**config.mk**
```make
export PLATFORM = sky130hd
export DESIGN_NAME = module_uart_host_bridge
export DESIGN_NICKNAME = d
export VERILOG_FILES = /design/src/rtl/module_uart_host_bridge.sv
export SDC_FILE = /design/constraint.sdc
export NUM_CORES = 1
export LEC_CHECK = 0
export CORE_MARGIN = 2
export CORE_UTILIZATION = 56
export CTS_CLUSTER_DIAMETER = 120
export DETAILED_ROUTE_END_ITERATION = 6
export PLACE_DENSITY_LB_ADDON = 0.2
export SYNTH_ARGS = -nofsm -noshare
export SYNTH_HDL_FRONTEND = slang
export SYNTH_SLANG_ARGS = --single-unit
```
**constraint.sdc**
```tcl
create_clock -name clk_i -period 2.8 [get_ports clk_i]
set_input_delay 0.28 -clock clk_i [delete_from_list [all_inputs] [get_ports clk_i]]
set_output_delay 0.28 -clock clk_i [all_outputs]
set_load 0.05 [all_outputs]
```
**src/rtl/module_uart_host_bridge.sv**
```systemverilog
// rtl/module_uart_host_bridge.sv - byte-stream bridge driving the UART peripheral host register port
// Holds a TX and an RX byte FIFO and sequences control/data register accesses from a polling FSM.

module uart_host_bridge_fifo #(
  parameter int DEPTH = 8,
  parameter int AW    = $clog2(DEPTH)
) (
  input  logic       clk_i,
  input  logic       rst_i,
  input  logic [7:0] push_data_i,
  input  logic       push_valid_i,
  output logic       push_ready_o,
  output logic [7:0] pop_data_o,
  output logic       pop_valid_o,
  input  logic       pop_ready_i
);

  logic [7:0]    mem_q [DEPTH];
  logic [7:0]    mem_d [DEPTH];
  logic [AW-1:0] wr_ptr_q, wr_ptr_d;
  logic [AW-1:0] rd_ptr_q, rd_ptr_d;
  logic [AW:0]   count_q, count_d;
  logic          push;
  logic          pop;

  assign push_ready_o = (count_q != (AW+1)'(DEPTH));
  assign pop_valid_o  = (count_q != '0);
  // Head is only exposed once stored, and reads as zero while empty.
  assign pop_data_o   = pop_valid_o ? mem_q[rd_ptr_q] : 8'h00;

  always_comb begin
    push     = push_valid_i && push_ready_o;
    pop      = pop_ready_i && pop_valid_o;
    mem_d    = mem_q;
    wr_ptr_d = wr_ptr_q;
    rd_ptr_d = rd_ptr_q;
    count_d  = count_q;
    if (push) begin
      mem_d[wr_ptr_q] = push_data_i;
      wr_ptr_d        = wr_ptr_q + AW'(1);
    end
    if (pop) begin
      rd_ptr_d = rd_ptr_q + AW'(1);
    end
    case ({push, pop})
      2'b10:   count_d = count_q + (AW+1)'(1);
      2'b01:   count_d = count_q - (AW+1)'(1);
      default: count_d = count_q;
    endcase
  end

  always_ff @(posedge clk_i or negedge rst_i) begin
    if (!rst_i) begin
      for (int i = 0; i < DEPTH; i++) begin
        mem_q[i] <= 8'h00;
      end
      wr_ptr_q <= '0;
      rd_ptr_q <= '0;
      count_q  <= '0;
    end else begin
      mem_q    <= mem_d;
      wr_ptr_q <= wr_ptr_d;
      rd_ptr_q <= rd_ptr_d;
      count_q  <= count_d;
    end
  end

endmodule

module module_uart_host_bridge #(
  parameter int FIFO_DEPTH = 8
) (
  input  logic        clk_i,
  input  logic        rst_i,
  input  logic [7:0]  tx_data_i,
  input  logic        tx_valid_i,
  output logic        tx_ready_o,
  output logic [7:0]  rx_data_o,
  output logic        rx_valid_o,
  input  logic        rx_ready_i,
  output logic        tx_idle_o,
  output logic        wr_o,
  output logic        reg_sel_o,
  output logic        addr_o,
  output logic [31:0] data_o,
  input  logic [31:0] data_i
);

  typedef enum logic [2:0] {
    ST_POLL,
    ST_RX_READ,
    ST_RX_CLR,
    ST_TX_LOAD,
    ST_TX_GO
  } state_e;

  state_e     state_q, state_d;
  logic [1:0] status_q, status_d;
  logic [7:0] tx_head;
  logic       tx_not_empty;
  logic       tx_pop;
  logic       rx_push;
  logic       rx_not_full;
  logic       unused_bits;

  assign unused_bits = ^{data_i[31:8], status_q[1]};

  uart_host_bridge_fifo #(.DEPTH(FIFO_DEPTH)) u_tx_fifo (
    .clk_i       (clk_i),
    .rst_i       (rst_i),
    .push_data_i (tx_data_i),
    .push_valid_i(tx_valid_i),
    .push_ready_o(tx_ready_o),
    .pop_data_o  (tx_head),
    .pop_valid_o (tx_not_empty),
    .pop_ready_i (tx_pop)
  );

  uart_host_bridge_fifo #(.DEPTH(FIFO_DEPTH)) u_rx_fifo (
    .clk_i       (clk_i),
    .rst_i       (rst_i),
    .push_data_i (data_i[7:0]),
    .push_valid_i(rx_push),
    .push_ready_o(rx_not_full),
    .pop_data_o  (rx_data_o),
    .pop_valid_o (rx_valid_o),
    .pop_ready_i (rx_ready_i)
  );

  assign tx_idle_o = !tx_not_empty && !status_q[0];

  always_comb begin
    state_d   = state_q;
    status_d  = status_q;
    wr_o      = 1'b0;
    reg_sel_o = 1'b0;
    addr_o    = 1'b0;
    data_o    = 32'h0000_0000;
    tx_pop    = 1'b0;
    rx_push   = 1'b0;
    case (state_q)
      ST_POLL: begin
        status_d = data_i[1:0];
        // RX wins so a pending byte is drained before the peripheral can overwrite it.
        if (data_i[1] && rx_not_full) begin
          state_d = ST_RX_READ;
        end else if (!data_i[0] && tx_not_empty) begin
          state_d = ST_TX_LOAD;
        end
      end
      ST_RX_READ: begin
        reg_sel_o = 1'b1;
        addr_o    = 1'b1;
        rx_push   = 1'b1;
        state_d   = ST_RX_CLR;
      end
      ST_RX_CLR: begin
        wr_o    = 1'b1;
        data_o  = {31'b0, data_i[0]};
        state_d = ST_POLL;
      end
      ST_TX_LOAD: begin
        wr_o      = 1'b1;
        reg_sel_o = 1'b1;
        data_o    = {24'b0, tx_head};
        tx_pop    = 1'b1;
        state_d   = ST_TX_GO;
      end
      ST_TX_GO: begin
        // Control write keeps a NEW_RX that arrived meanwhile, so it is not lost.
        wr_o    = 1'b1;
        data_o  = {30'b0, data_i[1], 1'b1};
        state_d = ST_POLL;
      end
      default: begin
        state_d = ST_POLL;
      end
    endcase
  end

  always_ff @(posedge clk_i or negedge rst_i) begin
    if (!rst_i) begin
      state_q  <= ST_POLL;
      status_q <= 2'b00;
    end else begin
      state_q  <= state_d;
      status_q <= status_d;
    end
  end

endmodule

```
==> flow_metrics.py, run 1 <==
metrics = {
    "synthesis": {
        "yosysWarnings": 0,
        "syn_area_per_cell_um2": 14.8,
        "synth_seq_cells": 152,
        "synthFlopType": "dfrtp_1",
        "async_reset_ff_share_pct": 100,
        "synth_area_um2": 7420,
        "syn_inst": 502,
        "seq_area_frac_synth_pct": 51.3,
        "synth_edf_count": 0,
        "ys_types": 47,
    },
    "floorplanning": {
        "die_h_um": 119,
        "core_um2": 13100,
        "die_w_um": 119,
        "num_rows": 42,
        "dieArea_um2": 14200,
        "initial_utilization_pct": 56.7,
        "io_pins": 90,
    },
    "placed_design": {
        "dp.cells": 710,
        "dpl_worst_slack_ns": 0.125,
        "place.gp.congestion": 0.765,
        "dp_hpwl_um": 9230,
        "portBuffers": 41,
        "placed_area_um2": 7930,
    },
    "clock_tree": {
        "htree_levels": 4,
        "cts_buffer_depth": 2,
        "cts_tree": "yes",
        "cts_root_buffer": "clkbuf_16",
        "path_clk_slew_ns": 0.06,
        "cts_buffers": 17,
        "clock_latency_ns": 0.42,
        "clock-sinks": 152,
    },
    "global_route": {
        "grt_pass1_vias": 4422,
        "grt_pass1_wl_um": 23100,
        "grt_util_all_layers_pct": 21.6,
        "antenna_found_initial": 0,
        "grt-ovfl-total": 0,
        "grt_max_degree": 72,
    },
    "timing": {
        "tightest_slew_ns": 0.808,
        "hold_viol_final": 0,
        "finalSetupViolCount": 0,
        "fin_skew_ns": 0.00583,
        "fin_ws_ns": 0.100,
        "max_freq_mhz": 370,
        "finalCritPeriodShare_pct": 96.4,
        "drv_slew": 0,
        "period_minus_slack_ns": 2.70,
        "maxSlewHeadroom_pct": 46.1,
    },
    "layout": {
        "area_growth_pct": 14.0,
        "regArea_um2": 3800,
        "layout.cells.non_filler": 738,
        "mostFrequentLayoutCells": "152 x dfrtp_1, 127 x mux2_2, 32 x mux4_2",
        "diodes": 0,
        "n_fill_cell": 981,
        "drive_gt1_share_pct": 43.2,
        "fin_util_pct": 64.6,
        "layout_commonest_cell": "dfrtp_1",
        "design_area_um2": 8450,
        "final_nets": 608,
        "multi_input_area_um2": 3390,
    },
    "power_and_ir_drop": {
        "p_total_mw": 10.8,
        "leakage_nw": 3.70,
        "ir_drop_mv": 0.534,
        "power.density_nw_per_um2": 1280,
    },
    "route": {
        "wl_per_cell_um": 19.1,
        "antenna_left": 0,
        "drc": 0,
        "drt_iter0_markers": 270,
        "vias": 4133,
        "totalWireLength_um": 14100,
        "vias_per_cell": 5.60,
        "firstDrtPassIters": 4,
    },
    "worst_setup_path": {
        "crit_family": "simple AND/OR/NAND/NOR gates",
        "critical_path.cell_chain": "or4_2 > nand2_2 > inv_1 > ha_1 > or4bb_1 > a211oi_2 > xor2_1",
        "slowest_stage": "or4_2",
        "required_ns": 3.14,
        "endpoint_kind": "flip-flop",
        "cp.buffers_inverters": 1,
        "crit_arrival_ns": 3.04,
        "cpPeakStageDelay_ns": 0.74,
        "path_class": "flip-flop to flip-flop",
        "startpoint_type": "flip-flop",
        "cp_max_fo": 5,
    },
    "status": {
        "status": "finished clean",
    },
    "run": {
        "max_cap_viol_count": 0,
    },
    "hold_path": {
        "min_path_type": "input port to asynchronous set/reset pin",
    },
}
[stage by stage]
step	setup TNS (ns)	hold slack, ns
2_1_floorplan	0	-0.0156
3_3_place_gp	0	0.331
3_5_place_dp	0	0.350
4_1_cts	0	0.482
5_1_grt	-0.0270	0.504
6_report	0	0.455
[state kept, by name, summed over array words and instances, names as in the netlist]
signal	flops
state_q	3
status_q	1
u_rx_fifo.count_q	4
u_rx_fifo.mem_q	64
u_rx_fifo.rd_ptr_q	3
u_rx_fifo.wr_ptr_q	3
u_tx_fifo.count_q	4
u_tx_fifo.mem_q	64
u_tx_fifo.rd_ptr_q	3
u_tx_fifo.wr_ptr_q	3
[synth_stat cells (all sizes together) (2+ instances only)]
master  instances  area, um2
mux2i          16        160
buf            39        268
ha             10        125
xnor2           8       70.1
nor3b           2       20.0
nor2           20       75.1
or4b            2       27.5
nand3           5       45.0
nand2          17       71.3
clkbuf          7       26.3
o21ai           4       20.0
and2            4       27.5
nor4b           2       47.6
mux4           32        721
nor3            4       42.5
nand3b          3       38.8
nand4b          2       30.0
inv             4       25.0
mux2          133       1500
xor2           10       87.6
and3b           2       17.5
dfrtp         152       3800
a21oi           6       30.0
a211oi          2       15.0
nor2b           8       50.1
[routing by layer]
| layer | wire, um | global-route usage [%] | up-vias |
|---|---|---|---|
| met1 | 5930 | 26.9 | 2168 |
| met4 | 275 | 8.85 | 0 |
| met3 | 527 | 4.60 | 23 |
| met2 | 7400 | 36.7 | 67 |
| li1 | - | - | 1875 |
| met5 | 0 | 0 | - |
[final cells by class]
| class | instances | area share [%] |
|---|---|---|
| inverters | 4 | 0.296 |
| clock buffers | 23 | 5.77 |
| well taps | 176 | 2.61 |
| flip-flops and latches | 152 | 45.0 |
| multi-input cells | 323 | 40.2 |
| repair buffers | 56 | 5.89 |
| clock inverters | 4 | 0.267 |
[power by group]
group,switching [mW],internal [mW]
clock network,0.815,1.20
registers,0.864,3.28
logic,2.23,2.46
[worst register-to-register path, stage by stage (launching register included)]
cell      delay, ns
dfrtp_1        0.44
or4_2          0.74
nand2_2        0.10
inv_1          0.10
ha_1           0.28
or4bb_1        0.53
a211oi_2       0.28
xor2_1         0.16
[cell families after synthesis]
group	share of synthesized area, %
AO/OA/AOI/OAI	0.962
XOR/XNOR	2.13
adder cells (fa/ha/maj)	1.69
buffers and inverters	4.30
flip-flops	51.3
multiplexers	32.1
other	0.0506
AND/OR/NAND/NOR	7.51
[what timing repair did]
item | in CTS | in global routing
setup buffers | 0 | 0
setup endpoints to repair | 1 | 1
endpoints found under the hold margin | 69 | 0
gates resized for setup | 1 | 1
hold buffers | 1 | 0
[final timing paths]
kind	start	to	slack, ns	depth (start not counted)
max	u_tx_fifo.count_q[2]	u_tx_fifo.count_q[3]	0.10	7
min in group clk_i	u_tx_fifo.mem_q[38]	u_tx_fifo.mem_q[38]	0.48	1
max reg2reg	u_tx_fifo.count_q[2]	u_tx_fifo.count_q[3]	0.10	7
min	rst_i	state_q[0]	0.45	2
max in group asynchronous	rst_i	u_rx_fifo.mem_q[39]	1.55	3
min reg2reg	u_tx_fifo.mem_q[38]	u_tx_fifo.mem_q[38]	0.48	1
No activity file was read; power rests on OpenSTA's default activity.
==> run 2: changes to the inputs <==
--- a/config.mk
+++ b/config.mk
@@ -8,8 +8,10 @@
 export CORE_MARGIN = 2
 export CORE_UTILIZATION = 56
 export CTS_CLUSTER_DIAMETER = 120
+export CTS_CLUSTER_SIZE = 8
 export DETAILED_ROUTE_END_ITERATION = 6
 export PLACE_DENSITY_LB_ADDON = 0.2
+export REMOVE_ABC_BUFFERS = 1
 export SYNTH_ARGS = -nofsm -noshare
 export SYNTH_HDL_FRONTEND = slang
 export SYNTH_SLANG_ARGS = --single-unit
==> run 2 against run 1 <==
Net effect:
- critical path depth unchanged
- sequential share of layout area fell by 0.32 points
- global-route usage grew 0.31 points
- cell count grew 0.14%
- critical endpoint unchanged
- sequential power is essentially flat
- worst hold slack gained 0.015 ns
==> flow_metrics.py, run 2 (synthesis gave the netlist of run 1 again) <==
metrics = {
    "clock_tree": {
        "cts_root_buffer": "clkbuf_16",
        "cts_buffer_depth": 2,
        "htree_levels": 4,
        "cts_buffers": 17,
        "clock_latency_ns": 0.42,
        "cts_setup_buffers": 0,
        "clock-sinks": 152,
        "path_clk_slew_ns": 0.06,
        "cts_tree": "yes",
    },
    "worst_setup_path": {
        "endpoint_kind": "flip-flop",
        "startpoint_type": "flip-flop",
        "required_ns": 3.14,
        "path_class": "flip-flop to flip-flop",
        "cp_max_fo": 5,
        "crit_arrival_ns": 3.07,
    },
    "global_route": {
        "grt_max_degree": 81,
        "grt_pass1_wl_um": 23400,
        "grt_util_all_layers_pct": 21.9,
        "grt_pass1_vias": 4347,
        "antenna_found_initial": 0,
        "grt-ovfl-total": 0,
    },
    "route": {
        "wl_per_cell_um": 19.1,
        "vias_per_cell": 5.62,
        "vias": 4153,
        "antenna_left": 0,
        "firstDrtPassIters": 5,
        "totalWireLength_um": 14100,
        "drc": 0,
        "drt_iter0_markers": 230,
    },
    "placed_design": {
        "dpl_worst_slack_ns": 0.0752,
        "place.gp.congestion": 0.773,
        "dp.cells": 706,
        "dp_hpwl_um": 9120,
        "placed_area_um2": 7890,
        "portBuffers": 41,
    },
    "timing": {
        "maxSlewHeadroom_pct": 42.4,
        "hold_ws_ns": 0.470,
        "finalSetupViolCount": 0,
        "max_freq_mhz": 367,
        "fin_skew_ns": 0.00747,
        "finalCritPeriodShare_pct": 97.4,
        "fin_ws_ns": 0.0728,
        "tightest_slew_ns": 0.863,
        "drv_slew": 0,
        "tns_ns": 0,
        "hold_viol_final": 0,
        "period_minus_slack_ns": 2.73,
    },
    "layout": {
        "fin_util_pct": 65.1,
        "layout.cells.non_filler": 739,
        "final_nets": 604,
        "diodes": 0,
        "drive_gt1_share_pct": 43.5,
        "design_area_um2": 8510,
        "layout_commonest_cell": "dfrtp_1",
        "top_regs": "u_rx_fifo.mem_q: 64 flops, u_tx_fifo.mem_q: 64 flops",
        "mostFrequentLayoutCells": "152 x dfrtp_1, 127 x mux2_2, 32 x mux4_2",
        "area_growth_pct": 14.8,
    },
    "power_and_ir_drop": {
        "pwr-share-clk_pct": 20.9,
        "switching_share_pct": 35.3,
        "seqPwrFrac_pct": 37.3,
        "switching_power_mw": 3.92,
        "leakage_nw": 3.74,
        "p_int_mw": 7.18,
        "p_total_mw": 11.1,
        "comb_power_share_pct": 41.8,
        "power.density_nw_per_um2": 1300,
        "ir_drop_mv": 0.646,
    },
    "floorplanning": {
        "io_pins": 90,
        "dieArea_um2": 14200,
        "die_w_um": 119,
        "die_h_um": 119,
        "num_rows": 42,
        "initial_utilization_pct": 56.7,
        "core_um2": 13100,
    },
    "status": {
        "status": "finished clean",
    },
    "hold_path": {
        "min_path_type": "input port to asynchronous set/reset pin",
    },
    "run": {
        "max_cap_viol_count": 0,
    },
}
-- run 2: cell type report --
class | count | area, um2
repair buffers | 52 | 468
inverters | 4 | 25.0
clock buffers | 23 | 488
flip-flops and latches | 152 | 3800
fillers | 965 | 4570
multi-input cells | 323 | 3390
well taps | 176 | 220
clock inverters | 9 | 120
-- run 2: per-layer routing --
metal	global-route usage, %	part of all wire [%]	up-vias
met1	27.5	43	2194
met3	5.80	3.2	11
met4	5.13	0.72	0
met5	0	0	-
li1	-	-	1885
met2	38.1	53	63
-- run 2: repair_timing --
action,in CTS,in global routing
hold buffers,1,0
endpoints found under the setup margin,1,2
gates cloned,0,0
pin swaps,0,0
endpoints found under the hold margin,78,0
gates resized for setup,1,2
-- run 2: worst paths after layout --
check,startpoint,to,slack (ns),cells after the start
min in group clk_i,u_rx_fifo.mem_q[10],u_rx_fifo.mem_q[10],0.48,1
setup / recovery,u_tx_fifo.count_q[2],u_tx_fifo.count_q[3],0.07,7
setup reg to reg,u_tx_fifo.count_q[2],u_tx_fifo.count_q[3],0.07,7
hold / removal,rst_i,u_rx_fifo.rd_ptr_q[2],0.47,2
hold reg to reg,u_rx_fifo.mem_q[10],u_rx_fifo.mem_q[10],0.48,1
max in group asynchronous,rst_i,u_tx_fifo.mem_q[50],1.52,3
-- run 2: power groups by stage --
stage               Sequential [mW]  Combinational (mW)  Clock, mW
finish                         4.14                4.64       2.32
detailed placement             4.16                4.67          0
global route                   4.30                5.00       2.48
global placement               4.07                4.53          0
floorplan                      4.01                3.57          0
CTS                            4.14                4.69       2.38
-- run 2: worst max-delay path: stages, from the launching register on --
cell and delay (ns):
dfrtp_1 0.44, or4_2 0.74, nand2_2 0.10, inv_1 0.10, ha_1 0.25, or4bb_1 0.54, a211oi_2 0.31, xor2_1 0.18
==> run 3: changes to the inputs <==
--- a/config.mk
+++ b/config.mk
@@ -6,7 +6,7 @@
 export NUM_CORES = 1
 export LEC_CHECK = 0
 export CORE_MARGIN = 2
-export CORE_UTILIZATION = 56
+export CORE_UTILIZATION = 30
 export CTS_CLUSTER_DIAMETER = 120
 export CTS_CLUSTER_SIZE = 8
 export DETAILED_ROUTE_END_ITERATION = 6
==> run 3 against run 2 <==
Net effect:
- via count is 0.79% higher
- worst hold slack worse by 0.094 ns
- power is 0.93% higher
- combinational power is 2% higher
- global-route usage is 9.1 points lower
- sequential power hardly changed
- maximum frequency is 2.2% higher
- cell count is 21% higher
- clock-buffer cell count is 6 lower
- register-to-register slack better by 0.06 ns
- clock skew is 0.0022 ns higher
- setup slack better by 0.059 ns
- critical endpoint unchanged
- highest routed layer unchanged
==> flow_metrics.py, run 3 (synthesis gave the netlist of run 1 again) <==
metrics = {
    "layout": {
        "drive_gt1_share_pct": 44.3,
        "layout_commonest_cell": "dfrtp_1",
        "final_nets": 608,
        "area_growth_pct": 17.6,
        "diodes": 0,
        "top_regs": "u_rx_fifo.mem_q: 64 flops, u_tx_fifo.mem_q: 64 flops",
        "mostFrequentLayoutCells": "152 x dfrtp_1, 127 x mux2_2, 32 x mux4_2",
        "design_area_um2": 8720,
        "n_fill_cell": 2319,
    },
    "global_route": {
        "grt_pass1_vias": 4451,
        "grt_util_all_layers_pct": 12.7,
        "antenna_found_initial": 0,
        "grt_max_degree": 61,
        "grt-ovfl-total": 0,
        "grt_pass1_wl_um": 25200,
    },
    "route": {
        "vias": 4186,
        "totalWireLength_um": 15700,
        "drc": 0,
        "antenna_left": 0,
        "firstDrtPassIters": 5,
        "wl_per_cell_um": 17.7,
        "vias_per_cell": 4.70,
        "drt_iter0_markers": 276,
    },
    "power_and_ir_drop": {
        "switching_power_mw": 4.08,
        "pwr-share-clk_pct": 20.9,
        "p_total_mw": 11.2,
        "leakage_nw": 3.75,
        "ir_drop_mv": 0.747,
        "seqPwrFrac_pct": 37.1,
        "power.density_nw_per_um2": 1280,
        "switching_share_pct": 36.4,
        "comb_power_share_pct": 42.0,
        "p_int_mw": 7.13,
    },
    "floorplanning": {
        "die_h_um": 161,
        "dieArea_um2": 26000,
        "num_rows": 57,
        "io_pins": 90,
        "core_um2": 24300,
        "initial_utilization_pct": 30.5,
        "die_w_um": 161,
    },
    "timing": {
        "maxSlewHeadroom_pct": 34.2,
        "max_freq_mhz": 375,
        "hold_viol_final": 0,
        "finalCritPeriodShare_pct": 95.3,
        "drv_slew": 0,
        "period_minus_slack_ns": 2.67,
        "tns_ns": 0,
        "fin_skew_ns": 0.00965,
        "rsz0062_at_grt": "false",
        "tightest_slew_ns": 0.988,
        "finalSetupViolCount": 0,
    },
    "clock_tree": {
        "cts_tree": "yes",
        "clock-sinks": 152,
        "path_clk_slew_ns": 0.06,
        "cts_buffer_depth": 2,
        "cts_setup_buffers": 0,
        "htree_levels": 4,
        "cts_buffers": 17,
        "cts_root_buffer": "clkbuf_16",
        "clock_latency_ns": 0.42,
    },
    "placed_design": {
        "place.gp.congestion": 0.705,
        "dp_hpwl_um": 10300,
        "portBuffers": 41,
        "placed_area_um2": 8100,
    },
    "worst_setup_path": {
        "cp_max_fo": 5,
        "path_class": "flip-flop to flip-flop",
        "required_ns": 3.15,
        "startpoint_type": "flip-flop",
        "endpoint_kind": "flip-flop",
        "crit_arrival_ns": 3.02,
    },
    "hold_path": {
        "min_path_type": "input port to asynchronous set/reset pin",
    },
    "status": {
        "status": "finished clean",
    },
    "run": {
        "max_cap_viol_count": 0,
    },
}
## run 3: final timing paths
check	start	cells past startpoint	end	slack, ns
setup / recovery	u_tx_fifo.count_q[2]	7	u_tx_fifo.count_q[3]	0.13
setup reg to reg	u_tx_fifo.count_q[2]	7	u_tx_fifo.count_q[3]	0.13
min in group clk_i	u_rx_fifo.mem_q[15]	1	u_rx_fifo.mem_q[15]	0.49
max in group asynchronous	rst_i	3	u_tx_fifo.mem_q[49]	1.46
hold reg to reg	u_rx_fifo.mem_q[15]	1	u_rx_fifo.mem_q[15]	0.49
hold / removal	rst_i	2	u_rx_fifo.count_q[3]	0.38
## run 3: metal layers
layer / wire length [um] / GRT usage (%) / up-vias
li1: - / - / 1880
met1: 6900 / 16.0 / 2212
met2: 8090 / 21.7 / 79
met3: 568 / 3.31 / 15
met4: 177 / 3.81 / 0
met5: 0 / 0 / -
## run 3: what timing repair did
| action | 4_1_cts | 5_1_grt |
|---|---|---|
| endpoints found under the hold margin | 52 | 0 |
| hold buffers | 1 | 0 |
| gates resized for setup | 0 | 1 |
| endpoints found under the setup margin | 0 | 1 |
## run 3: worst max-delay path, stage by stage (launching register included)
cell      delay (ns)
dfrtp_1         0.43
or4_2           0.75
nand2_2         0.10
inv_1           0.11
ha_1            0.29
or4bb_1         0.51
a211oi_2        0.25
xor2_1          0.16
## run 3: per-stage QoR
step | worst slack [ns] | hold WS, ns | utilization, % | instances
after global routing | 0.00232 | 0.406 | 35.9 | 891
after global placement | 0.171 | 0.259 | 33.3 | 858
after CTS | 0.102 | 0.392 | 35.8 | 891
final | 0.131 | 0.376 | 35.9 | 891
after floorplan | 0.0327 | -0.0156 | - | 479
after detailed placement | 0.121 | 0.275 | 33.3 | 858
## run 3: final cells by class
| cell class | instances | area, um2 | share of cell area [%] |
|---|---|---|---|
| Clock buffer | 17 | 425 | 4.88 |
| Clock inverter | 15 | 179 | 2.05 |
| Inverter | 4 | 25.0 | 0.287 |
| Multi-Input combinational cell | 323 | 3380 | 38.8 |
| Sequential cell | 152 | 3800 | 43.6 |
| Tap cell | 324 | 405 | 4.65 |
| Timing Repair Buffer | 56 | 497 | 5.70 |
## run 3: power by group through the flow
stage          clock network, mW  logic (mW)  registers, mW
3_3_place_gp                   0        4.66           4.10
2_1_floorplan                  0        3.57           4.01
6_report                    2.34        4.71           4.16
4_1_cts                     2.41        4.79           4.15
3_5_place_dp                   0        4.78           4.19
5_1_grt                     2.52        5.09           4.29
